## config.mk

```make
export PLATFORM = sky130hd
export DESIGN_NAME = seq_chunk_adder
export DESIGN_NICKNAME = d
export VERILOG_FILES = /design/src/rtl/seq_chunk_adder.sv
export SDC_FILE = /design/constraint.sdc
export NUM_CORES = 1
export LEC_CHECK = 0
export BUFFER_PORTS_ARGS = -buffer_cell sky130_fd_sc_hd__buf_4
export CORE_MARGIN = 2
export CORE_UTILIZATION = 54
export CTS_CLUSTER_SIZE = 14
export DETAILED_ROUTE_END_ITERATION = 8
export HOLD_SLACK_MARGIN = 0.08
export PLACE_DENSITY = 0.79
export SETUP_SLACK_MARGIN = 0.2
export SYNTH_ARGS = -nofsm -noshare
export SYNTH_HDL_FRONTEND = slang
export SYNTH_SLANG_ARGS = --single-unit
```

## constraint.sdc

```tcl
create_clock -name clk -period 4.9 [get_ports clk]
set_clock_uncertainty 0.2 [all_clocks]
set_input_delay 0.735 -clock clk [delete_from_list [all_inputs] [get_ports clk]]
set_output_delay 0.735 -clock clk [all_outputs]
set_load 0.03 [all_outputs]
```

## src/rtl/seq_chunk_adder.sv

```systemverilog
// Multi-cycle adder/subtractor that processes CHUNK bits per clock and carries between chunks through a register.
// Optional flag logic (overflow, zero) is enabled by defining SEQ_CHUNK_ADDER_FLAGS_EN.
module seq_chunk_adder #(
    parameter int WIDTH = 32,
    parameter int CHUNK = 8
) (
    input  logic             clk,
    input  logic             rst,
    input  logic             start,
    input  logic             sub,
    input  logic [WIDTH-1:0] a,
    input  logic [WIDTH-1:0] b,
    input  logic             cin,
    output logic             busy,
    output logic             done,
    output logic [WIDTH-1:0] sum,
    output logic             carry,
    output logic             overflow,
    output logic             zero
);

    localparam int N    = WIDTH / CHUNK;
    localparam int IDXW = (N > 1) ? $clog2(N) : 1;

    typedef enum logic [1:0] {
        S_IDLE,
        S_RUN,
        S_DONE
    } state_t;

    state_t            state;
    logic [WIDTH-1:0]  op_a;
    logic [WIDTH-1:0]  op_b;
    logic              carry_reg;
    logic [IDXW-1:0]   idx;

    int                base;
    logic [CHUNK-1:0]  chunk_a;
    logic [CHUNK-1:0]  chunk_b;
    logic [CHUNK-1:0]  chunk_sum;
    logic              chunk_cout;
    logic              last;

    // One CHUNK-wide slice of the operation, selected by the running chunk index.
    assign base    = int'(idx) * CHUNK;
    assign chunk_a = op_a[base +: CHUNK];
    assign chunk_b = op_b[base +: CHUNK];
    assign {chunk_cout, chunk_sum} = {1'b0, chunk_a} + {1'b0, chunk_b} + {{CHUNK{1'b0}}, carry_reg};
    assign last    = (idx == IDXW'(N - 1));

    always_ff @(posedge clk or negedge rst) begin
        if (!rst) begin
            state     <= S_IDLE;
            op_a      <= '0;
            op_b      <= '0;
            carry_reg <= 1'b0;
            idx       <= '0;
            busy      <= 1'b0;
            done      <= 1'b0;
            sum       <= '0;
            carry     <= 1'b0;
        end else begin
            case (state)
                S_IDLE: begin
                    done <= 1'b0;
                    if (start) begin
                        // Subtraction is a + ~b + 1, so b is inverted and the carry seeded here.
                        op_a      <= a;
                        op_b      <= b ^ {WIDTH{sub}};
                        carry_reg <= sub | cin;
                        idx       <= '0;
                        busy      <= 1'b1;
                        state     <= S_RUN;
                    end
                end
                S_RUN: begin
                    sum[base +: CHUNK] <= chunk_sum;
                    carry_reg          <= chunk_cout;
                    idx                <= idx + 1'b1;
                    if (last) begin
                        carry <= chunk_cout;
                        done  <= 1'b1;
                        state <= S_DONE;
                    end
                end
                S_DONE: begin
                    done  <= 1'b0;
                    busy  <= 1'b0;
                    state <= S_IDLE;
                end
                default: state <= S_IDLE;
            endcase
        end
    end

`ifdef SEQ_CHUNK_ADDER_FLAGS_EN
    logic             msb_cin;
    logic [WIDTH-1:0] sum_next;

    // Carry into the MSB is recovered from the top bit of the final chunk.
    assign msb_cin = chunk_a[CHUNK-1] ^ chunk_b[CHUNK-1] ^ chunk_sum[CHUNK-1];

    always_comb begin
        sum_next               = sum;
        sum_next[base +: CHUNK] = chunk_sum;
    end

    always_ff @(posedge clk or negedge rst) begin
        if (!rst) begin
            overflow <= 1'b0;
            zero     <= 1'b0;
        end else if (state == S_RUN && last) begin
            overflow <= msb_cin ^ chunk_cout;
            zero     <= (sum_next == '0);
        end
    end
`else
    assign overflow = 1'b0;
    assign zero     = 1'b0;
`endif

endmodule

```

==> run_results.csv, run 1 <==
group,metric,value,unit
outcome,status,"complete, no violations",
clock_tree,hold_buffers,0,
clock_tree,cts_made_buffers,9,
timing,tightest_slew,0.988,ns
grt,grt_overflow,0,
synth,ys_types,41,
timing,min_period_over_period,74.4,%
clock_tree,cts_setup_buffers,0,
floorplanning,start_util,56.1,%
place,io_buffers,103,
synth,synth_edf_count,0,
synth,netlist.area_leader.share,53.0,%
floorplanning,die_x,99.4,um
setup_path,worst-path-max-fanout,12,
setup_path,start_kind,"flop",
pwr,finalPower,4640,uW
drt,dr_wl_met3,520,um
setup_path,cp.required,4.93,ns
timing,final.min_clock_period,3.64,ns
setup_path,crit_type,"reg2reg",
drt,vias,3314,
setup_path,regToRegSetupSlack,1.26,ns
timing,fin_tns_setup,0,ns
drt,drtAntennaViolNets,0,
min_path,hp-class,"in2async",
layout,n_antenna_cell,0,
drt,top_layer,"met4",
pwr,leakage,0.00266,uW
clock_tree,clockRootBuffer,"clkbuf_8",
pwr,ir_drop,0.000406,V
drt,drt_iter0_drc,167,
floorplanning,rows,34,
grt,antenna_found_initial,0,
floorplanning,coreArea,0.00876,sq mm
timing,slew_viol_final,0,
floorplanning,die-height,99.4,um
layout,finish.net_count,567,
synth,synth_area_leaders,"dfrtp_1 53%, mux2_2 7.6%, mux4_2 7.3%",
synth,synth_seq_area_share,53.0,%
pwr,cellPowerDensity,781,mW/mm^2
flow_run,maxCapViolCount,0,
clock_tree,clock_tree.buffer_depth,2,
timing,max_freq,0.274,GHz
grt,grt_pass1_wl,16.8,mm
place,gp_congestion,0.963,
layout,drive_gt1_share,36.6,%
setup_path,r2r-end,"carry_reg",
synth,synth_cells,388,
synth,yosys_warnings,0,
setup_path,critical_path_arrival,3.67,ns
synth,synth.cells.most_frequent,"104 x dfrtp_1, 42 x a21oi_1, 37 x nor2_1",
drt,viasPerCell,5.57,
drt,wl,9.99,mm
clock_tree,tritoncts,"built",
setup_path,cp-end-kind,"flop",
synth,yosysTopAreaCell,"dfrtp_1",
synth,syn_area_per_cell,12.7,sq um
drt,met2_wirelength,4.88,mm
setup_path,r2r_start,"idx[0]",
setup_path,ff2ff_path_depth,9,
floorplanning,num_io_pins,106,
drt,route.detailed.drc,0,
timing,slew_headroom,34.1,%
drt,wl_met1,4.42,mm
drt,drt_first_pass_iters,4,
grt,first_global_vias,3384,
grt,grt_max_degree,97,
place,place_hpwl,7.36,mm
floorplanning,dieArea,0.00988,sq mm
layout,reg_top3,"op_a (32), op_b (32), sum (32)",
drt,routedWlPerCell,16.8,um
place,placed_area,0.00573,sq mm
clock_tree,clkSinkCount,104,
synth,async_reset_ff_share,100,%
timing,setup_viol,0,
grt,groute.usage.overall,21.6,%
synth,synth.most_common_cell,"dfrtp_1",
clock_tree,clk_latency,0.36,ns
layout,design_area,0.00594,sq mm
clock_tree,clkTransAtPathRegs,0.10,ns
clock_tree,cts_htree_levels,3,
clock_tree,cts_resized,0,
layout,area_growth,20.9,%
timing,grt_setup_unrepaired,"false",
synth,synth_seq_cells,104,
synth,netlist_area,0.00491,sq mm
timing,finalHoldViolCount,0,
synth,synth_flop_cell,"dfrtp_1",
==> layout make-up <==
class                   instances  area (sq um)
well taps                     108           135
clock buffers                  10           128
multi-input cells             257          2180
fillers                       661          2820
inverters                       6          22.5
repair buffers                105           788
clock inverters                 5          82.6
flip-flops and latches        104          2600
==> through the flow <==
step	std cells	worst slack, ns	hold slack, ns	util, %
6_report	595	1.26	0.209	67.8
5_1_grt	595	1.00	0.272	67.8
4_1_cts	595	1.23	0.243	67.8
3_5_place_dp	580	1.25	0.280	65.4
3_3_place_gp	580	1.32	0.269	65.4
2_1_floorplan	389	1.42	0.239	-
==> worst max-delay path: stages (launching register included) <==
cell and delay (ns):
dfrtp_1 0.67, buf_4 0.35, mux4_2 0.54, fa_1 0.44, fa_1 0.43, a21o_1 0.20
a221oi_2 0.29, o21bai_1 0.10, a21oi_1 0.20, a21oi_1 0.09
==> worst max-delay path by stage <==
| stage | startpoint | cells past startpoint | end | slack (ns) |
|---|---|---|---|---|
| after global placement | idx[0] | 9 | carry_reg | 1.32 |
| after CTS | idx[0] | 9 | carry_reg | 1.23 |
| final | idx[0] | 9 | carry_reg | 1.26 |
| after detailed placement | idx[0] | 9 | carry_reg | 1.25 |
| after floorplan | idx[0] | 9 | sum[14] | 1.42 |
| after global routing | idx[0] | 9 | carry_reg | 1.00 |
==> cell families (layout without fill, tap and decap cells) <==
group                      after synthesis  after routing  share of synthesized area (%)
buffers and inverters                   28            126                           2.80
adders and majority gates               15             15                           4.13
and+or+nand+nor                         66             66                           7.00
AOI/OAI and AO/OA                       88             88                           11.5
muxes                                   49             49                           14.9
DFF                                    104            104                           53.0
other                                    1              2                         0.0763
xor gates and xnor gates                37             37                           6.60
==> routing by layer <==
layer  global-route usage (%)  up-vias
met5                        0        -
met4                     6.95        0
met3                     3.44       13
met2                     34.9      105
met1                     30.6     1630
li1                         -     1566
==> power breakdown <==
| part | switching (uW) | total (uW) | internal [uW] | leakage [uW] |
|---|---|---|---|---|
| Combinational | 1460 | 2570 | 1120 | 0.00131 |
| Sequential | 262 | 1500 | 1240 | 0.00126 |
| Clock | 283 | 568 | 285 | 0.0000946 |
| Total | 2000 | 4640 | 2640 | 0.00266 |
==> cells in the final DEF, fill, tap and decap left out, types with 9 or more instances in the layout <==
cell and instances:
buf_4 105, a22o_1 25, ha_1 13, xnor2_1 36, a21oi_1 42, nor2_1 37
o21ai_0 9, nand2_1 10, dfrtp_1 104, mux2_2 33, clkbuf_8 9, mux4_2 16
Power figures use the tool's default switching activity.
==> run 2, diff against run 1 <==
--- a/config.mk
+++ b/config.mk
@@ -7,11 +7,11 @@
 export LEC_CHECK = 0
 export BUFFER_PORTS_ARGS = -buffer_cell sky130_fd_sc_hd__buf_4
 export CORE_MARGIN = 2
-export CORE_UTILIZATION = 54
+export CORE_UTILIZATION = 49
 export CTS_CLUSTER_SIZE = 14
 export DETAILED_ROUTE_END_ITERATION = 8
 export HOLD_SLACK_MARGIN = 0.08
-export PLACE_DENSITY = 0.79
+export PLACE_DENSITY = 0.76
 export SETUP_SLACK_MARGIN = 0.2
 export SYNTH_ARGS = -nofsm -noshare
 export SYNTH_HDL_FRONTEND = slang
==> constraint.sdc (replaced) <==
create_clock -name clk -period 3 [get_ports clk]
set_clock_uncertainty 0.2 [all_clocks]
set_input_delay 0.45 -clock clk [delete_from_list [all_inputs] [get_ports clk]]
set_output_delay 0.45 -clock clk [all_outputs]
set_load 0.03 [all_outputs]
==> run_results.csv, run 2 (synthesis results as in run 1) <==
group,metric,value,unit
pwr,finalPower,8980,uW
floorplanning,dieArea,0.0108,sq mm
layout,nFillCells,747,
floorplanning,rows,36,
drt,wl,11.3,mm
timing,finalHoldViolCount,0,
drt,routedWlPerCell,17.7,um
drt,dr_wl_met3,543,um
place,gp_congestion,0.854,
grt,grt_max_degree,62,
place,dp_cells,611,
clock_tree,clockRootBuffer,"clkbuf_8",
grt,first_global_vias,3498,
drt,route.detailed.drc,0,
drt,drt_iter0_drc,226,
pwr,cellPowerDensity,1430,mW/mm^2
timing,slew_headroom,46.9,%
setup_path,cpPeakStageDelay,0.54,ns
floorplanning,start_util,50.3,%
clock_tree,cts_made_buffers,9,
clock_tree,clkTransAtPathRegs,0.10,ns
floorplanning,coreArea,0.00977,sq mm
drt,top_layer,"met4",
layout,drive_gt1_share,42.7,%
place,place_hpwl,7.98,mm
flow_run,maxCapViolCount,0,
floorplanning,die-height,104,um
timing,slew_viol_final,0,
timing,fin_tns_setup,0,ns
grt,grt_overflow,0,
setup_path,crit_type,"reg2reg",
setup_path,cp_slowest_cell,"mux4_2",
setup_path,start_kind,"flop",
setup_path,worstPathCellList,"mux4_2, fa_2, fa_2, a21o_1, a221oi_4, o21bai_1, a21oi_2, a21oi_1",
min_path,hold_depth,2,
timing,final.min_clock_period,2.93,ns
grt,groute.usage.overall,21.0,%
timing,worst_hold_slack,0.116,ns
place,io_buffers,103,
drt,met2_wirelength,5.60,mm
drt,viasPerCell,5.48,
clock_tree,cts_htree_levels,3,
floorplanning,num_io_pins,106,
clock_tree,clkSinkCount,104,
layout,finish.net_count,586,
pwr,ir_drop,0.000902,V
setup_path,worst-path-max-fanout,4,
setup_path,cp_common_cell,"fa_2",
outcome,status,"complete, no violations",
pwr,leakage,0.00278,uW
grt,antenna_found_initial,0,
timing,grt_setup_unrepaired,"true",
setup_path,critical_path_arrival,2.97,ns
layout,finalNonFillerCells,639,
clock_tree,clk_latency,0.36,ns
setup_path,cp-end-kind,"flop",
timing,min_period_over_period,97.7,%
layout,layout_common_cells,"122 x buf_4, 103 x dfrtp_1, 39 x a21oi_1, 36 x nor2_1",
min_path,hp-class,"in2reg",
clock_tree,tritoncts,"built",
layout,n_antenna_cell,0,
timing,tightest_slew,0.796,ns
drt,drtAntennaViolNets,0,
layout,reg_top3,"op_a (32), op_b (32), sum (32)",
drt,vias,3501,
setup_path,ff2ff_path_depth,8,
layout,final_common_cell,"buf_4",
drt,drt_first_pass_iters,4,
grt,grt_pass1_wl,17.9,mm
timing,max_freq,0.341,GHz
drt,wl_met1,4.85,mm
layout,area_growth,27.9,%
clock_tree,clock_tree.buffer_depth,2,
floorplanning,die_x,104,um
setup_path,cp.required,3.04,ns
timing,setup_viol,0,
## run 2: worst max-delay path: cells and delay by family, from the launching register on
| kind | cells | cell delay [ns] |
|---|---|---|
| AOI/OAI and AO/OA | 5 | 0.86 |
| adders and majority gates | 2 | 0.77 |
| DFF | 1 | 0.42 |
| muxes | 1 | 0.54 |
## run 2: what timing repair did
action,in CTS,in global routing
gates resized for setup,13,20
setup endpoints to repair,18,22
pin swaps,9,14
hold buffers,1,0
endpoints found under the hold margin,59,0
buffers inserted,2,10
## run 2: path summary, 6_finish.rpt
path / startpoint / end / slack [ns]
max: idx[0] / carry_reg / 0.07
min: a[1] / op_a[1] / 0.12
max reg2reg: idx[0] / carry_reg / 0.07
min reg2reg: done / done / 0.29
max in group asynchronous: rst / op_b[25] / 1.27
min in group asynchronous: rst / sum[20] / 0.50
## run 2: layout make-up
type	instances	area, sq um	area share, %
Clock buffer	12	145	2.31
Clock inverter	3	42.5	0.677
Inverter	6	22.5	0.359
Multi-Input combinational cell	257	2350	37.5
Sequential cell	104	2600	41.5
Tap cell	133	166	2.65
Timing Repair Buffer	124	946	15.1
## run 2: per-layer routing
layer	vias up	GRT usage, %
li1	1608	-
met1	1749	28.3
met2	124	33.7
met3	20	3.70
met4	0	9.07
met5	-	0
## run 2: per-stage QoR
step	utilization [%]	setup WS (ns)	cell area, sq um
after global placement	59.4	0.0863	5810
after global routing	64.3	-0.0482	6280
after CTS	62.4	0.0845	6100
after detailed placement	59.4	-0.0268	5810
after floorplan	-	-0.123	4940
final	64.3	0.0684	6280
## run 2: where the power goes
part           switching [uW]  total [uW]  internal [uW]
clock                     456         860            404
combinational            3000        5720           2720
sequential                382        2400           2020
total                    3840        8980           5150
==> run 3, diff against run 2 <==
==> constraint.sdc (replaced) <==
create_clock -name clk -period 3 [get_ports clk]
set_clock_uncertainty 0.2 [all_clocks]
set_input_delay 0.6 -clock clk [delete_from_list [all_inputs] [get_ports clk]]
set_output_delay 0.6 -clock clk [all_outputs]
set_load 0.03 [all_outputs]
==> run_results.csv, run 3 (synthesis results as in run 1) <==
group,metric,value,unit
clock_tree,hold_buffers,0,
setup_path,crit_type,"reg2reg",
drt,routedWlPerCell,17.1,um
grt,antenna_found_initial,0,
floorplanning,die-height,104,um
timing,slew_viol_final,0,
setup_path,cp_slowest_cell,"mux4_2",
grt,grt_max_degree,62,
clock_tree,cts_htree_levels,3,
drt,drt_iter0_drc,170,
layout,area_growth,26.5,%
grt,first_global_vias,3487,
flow_run,maxCapViolCount,0,
setup_path,start_kind,"flop",
outcome,status,"complete, no violations",
grt,grt_overflow,0,
setup_path,ff2ff_path_depth,8,
timing,finalHoldViolCount,0,
setup_path,critical_path_arrival,3.03,ns
clock_tree,clkSinkCount,104,
setup_path,worstPathCellList,"mux4_2, fa_2, fa_2, a21o_1, a221oi_4, buf_4, xnor2_2, a22o_1",
grt,grt_pass1_wl,17.4,mm
place,io_buffers,103,
clock_tree,cts_made_buffers,9,
min_path,hp-class,"in2async",
place,place_hpwl,7.79,mm
place,placed_area,0.00582,sq mm
clock_tree,clk_latency,0.38,ns
layout,finalNonFillerCells,633,
clock_tree,clock_tree.buffer_depth,2,
timing,fin_tns_setup,0,ns
place,gp_congestion,0.826,
place,dp_cells,611,
drt,route.detailed.drc,0,
clock_tree,tritoncts,"built",
setup_path,cp_common_cell,"fa_2",
pwr,ir_drop,0.000977,V
floorplanning,coreArea,0.00977,sq mm
setup_path,cp-end-kind,"flop",
clock_tree,clkTransAtPathRegs,0.11,ns
timing,max_freq,0.339,GHz
drt,drtAntennaViolNets,0,
floorplanning,die_x,104,um
floorplanning,num_io_pins,106,
timing,setup_viol,0,
setup_path,worst-path-max-fanout,4,
layout,drive_gt1_share,41.2,%
timing,tightest_slew,0.796,ns
timing,grt_setup_unrepaired,"true",
drt,viasPerCell,5.33,
drt,drt_first_pass_iters,4,
layout,n_antenna_cell,0,
timing,worst_hold_slack,0.0854,ns
clock_tree,clockRootBuffer,"clkbuf_8",
pwr,leakage,0.00277,uW
drt,wl,10.8,mm
timing,min_period_over_period,98.4,%
setup_path,cp.required,3.08,ns
layout,design_area,0.00622,sq mm
timing,slew_headroom,46.9,%
timing,final.min_clock_period,2.95,ns
pwr,cellPowerDensity,1390,mW/mm^2
floorplanning,dieArea,0.0108,sq mm
floorplanning,start_util,50.3,%
floorplanning,rows,36,
layout,layout_common_cells,"115 x buf_4, 103 x dfrtp_1, 39 x a21oi_1, 37 x nor2_1, 34 x xnor2_1",
layout,reg_top3,"op_a (32), op_b (32), sum (32)",
setup_path,cpPeakStageDelay,0.53,ns
layout,final_common_cell,"buf_4",
drt,vias,3376,
grt,groute.usage.overall,20.5,%
layout,finish.net_count,579,
## run 3: cell types whose count changed in the layout (fill, tap and decap cells not counted), moves of 2 or more
cell	before	now
inv_6	0	2
buf_4	122	115
o21ai_1	6	2
ha_4	6	2
ha_1	5	10
o21ai_0	5	9
clkbuf_1	2	0
## run 3: final timing paths
path,startpoint,to,slack [ns]
setup / recovery,idx[0],sum[30],0.05
hold / removal,rst,op_a[1],0.09
setup reg to reg,idx[0],sum[30],0.05
hold reg to reg,sum[18],sum[18],0.29
max in group asynchronous,rst,op_b[2],1.80
min in group clk,a[1],op_a[1],0.24
## run 3: critical path: cells and delay by family, from the launching register on
family	cells	cell delay, ns
AOI/OAI and AO/OA	3	0.69
xor gates and xnor gates	1	0.09
adders and majority gates	2	0.77
buffers and inverters	1	0.17
DFF	1	0.42
muxes	1	0.53
## run 3: metrics by stage
stage          setup WS (ns)  util [%]  power [uW]
2_1_floorplan         -0.123         -        5530
3_3_place_gp          0.0983      59.6        6560
3_5_place_dp         -0.0289      59.6        6740
4_1_cts               0.0591      62.7        8110
5_1_grt              -0.0908      63.6        9180
6_report              0.0480      63.6        8650
## run 3: per-layer routing
| metal | share of wire (%) | GRT usage (%) |
|---|---|---|
| met5 | 0 | 0 |
| met4 | 2.6 | 8.59 |
| met3 | 5.4 | 3.95 |
| met2 | 48 | 33.7 |
| met1 | 44 | 26.7 |
## run 3: where the power goes
| part | total [uW] | switching [uW] | leakage, uW | internal [uW] |
|---|---|---|---|---|
| logic | 5250 | 2820 | 0.00140 | 2430 |
| clock network | 996 | 499 | 0.000113 | 497 |
| registers | 2400 | 377 | 0.00126 | 2020 |
## run 3: area by class of cell
class,instances,area [sq um]
Fill cell,748,3560
Sequential cell,104,2600
Clock buffer,10,138
Timing Repair Buffer,117,903
Multi-Input combinational cell,257,2290
Clock inverter,6,90.1
Inverter,6,22.5
Tap cell,133,166
## run 3: what timing repair did
item | in CTS | in global routing
endpoints found under the setup margin | 18 | 18
hold endpoints to repair | 0 | 0
resized for setup | 11 | 9
buffers inserted | 2 | 4
pin swaps | 10 | 9
cloned | 0 | 0
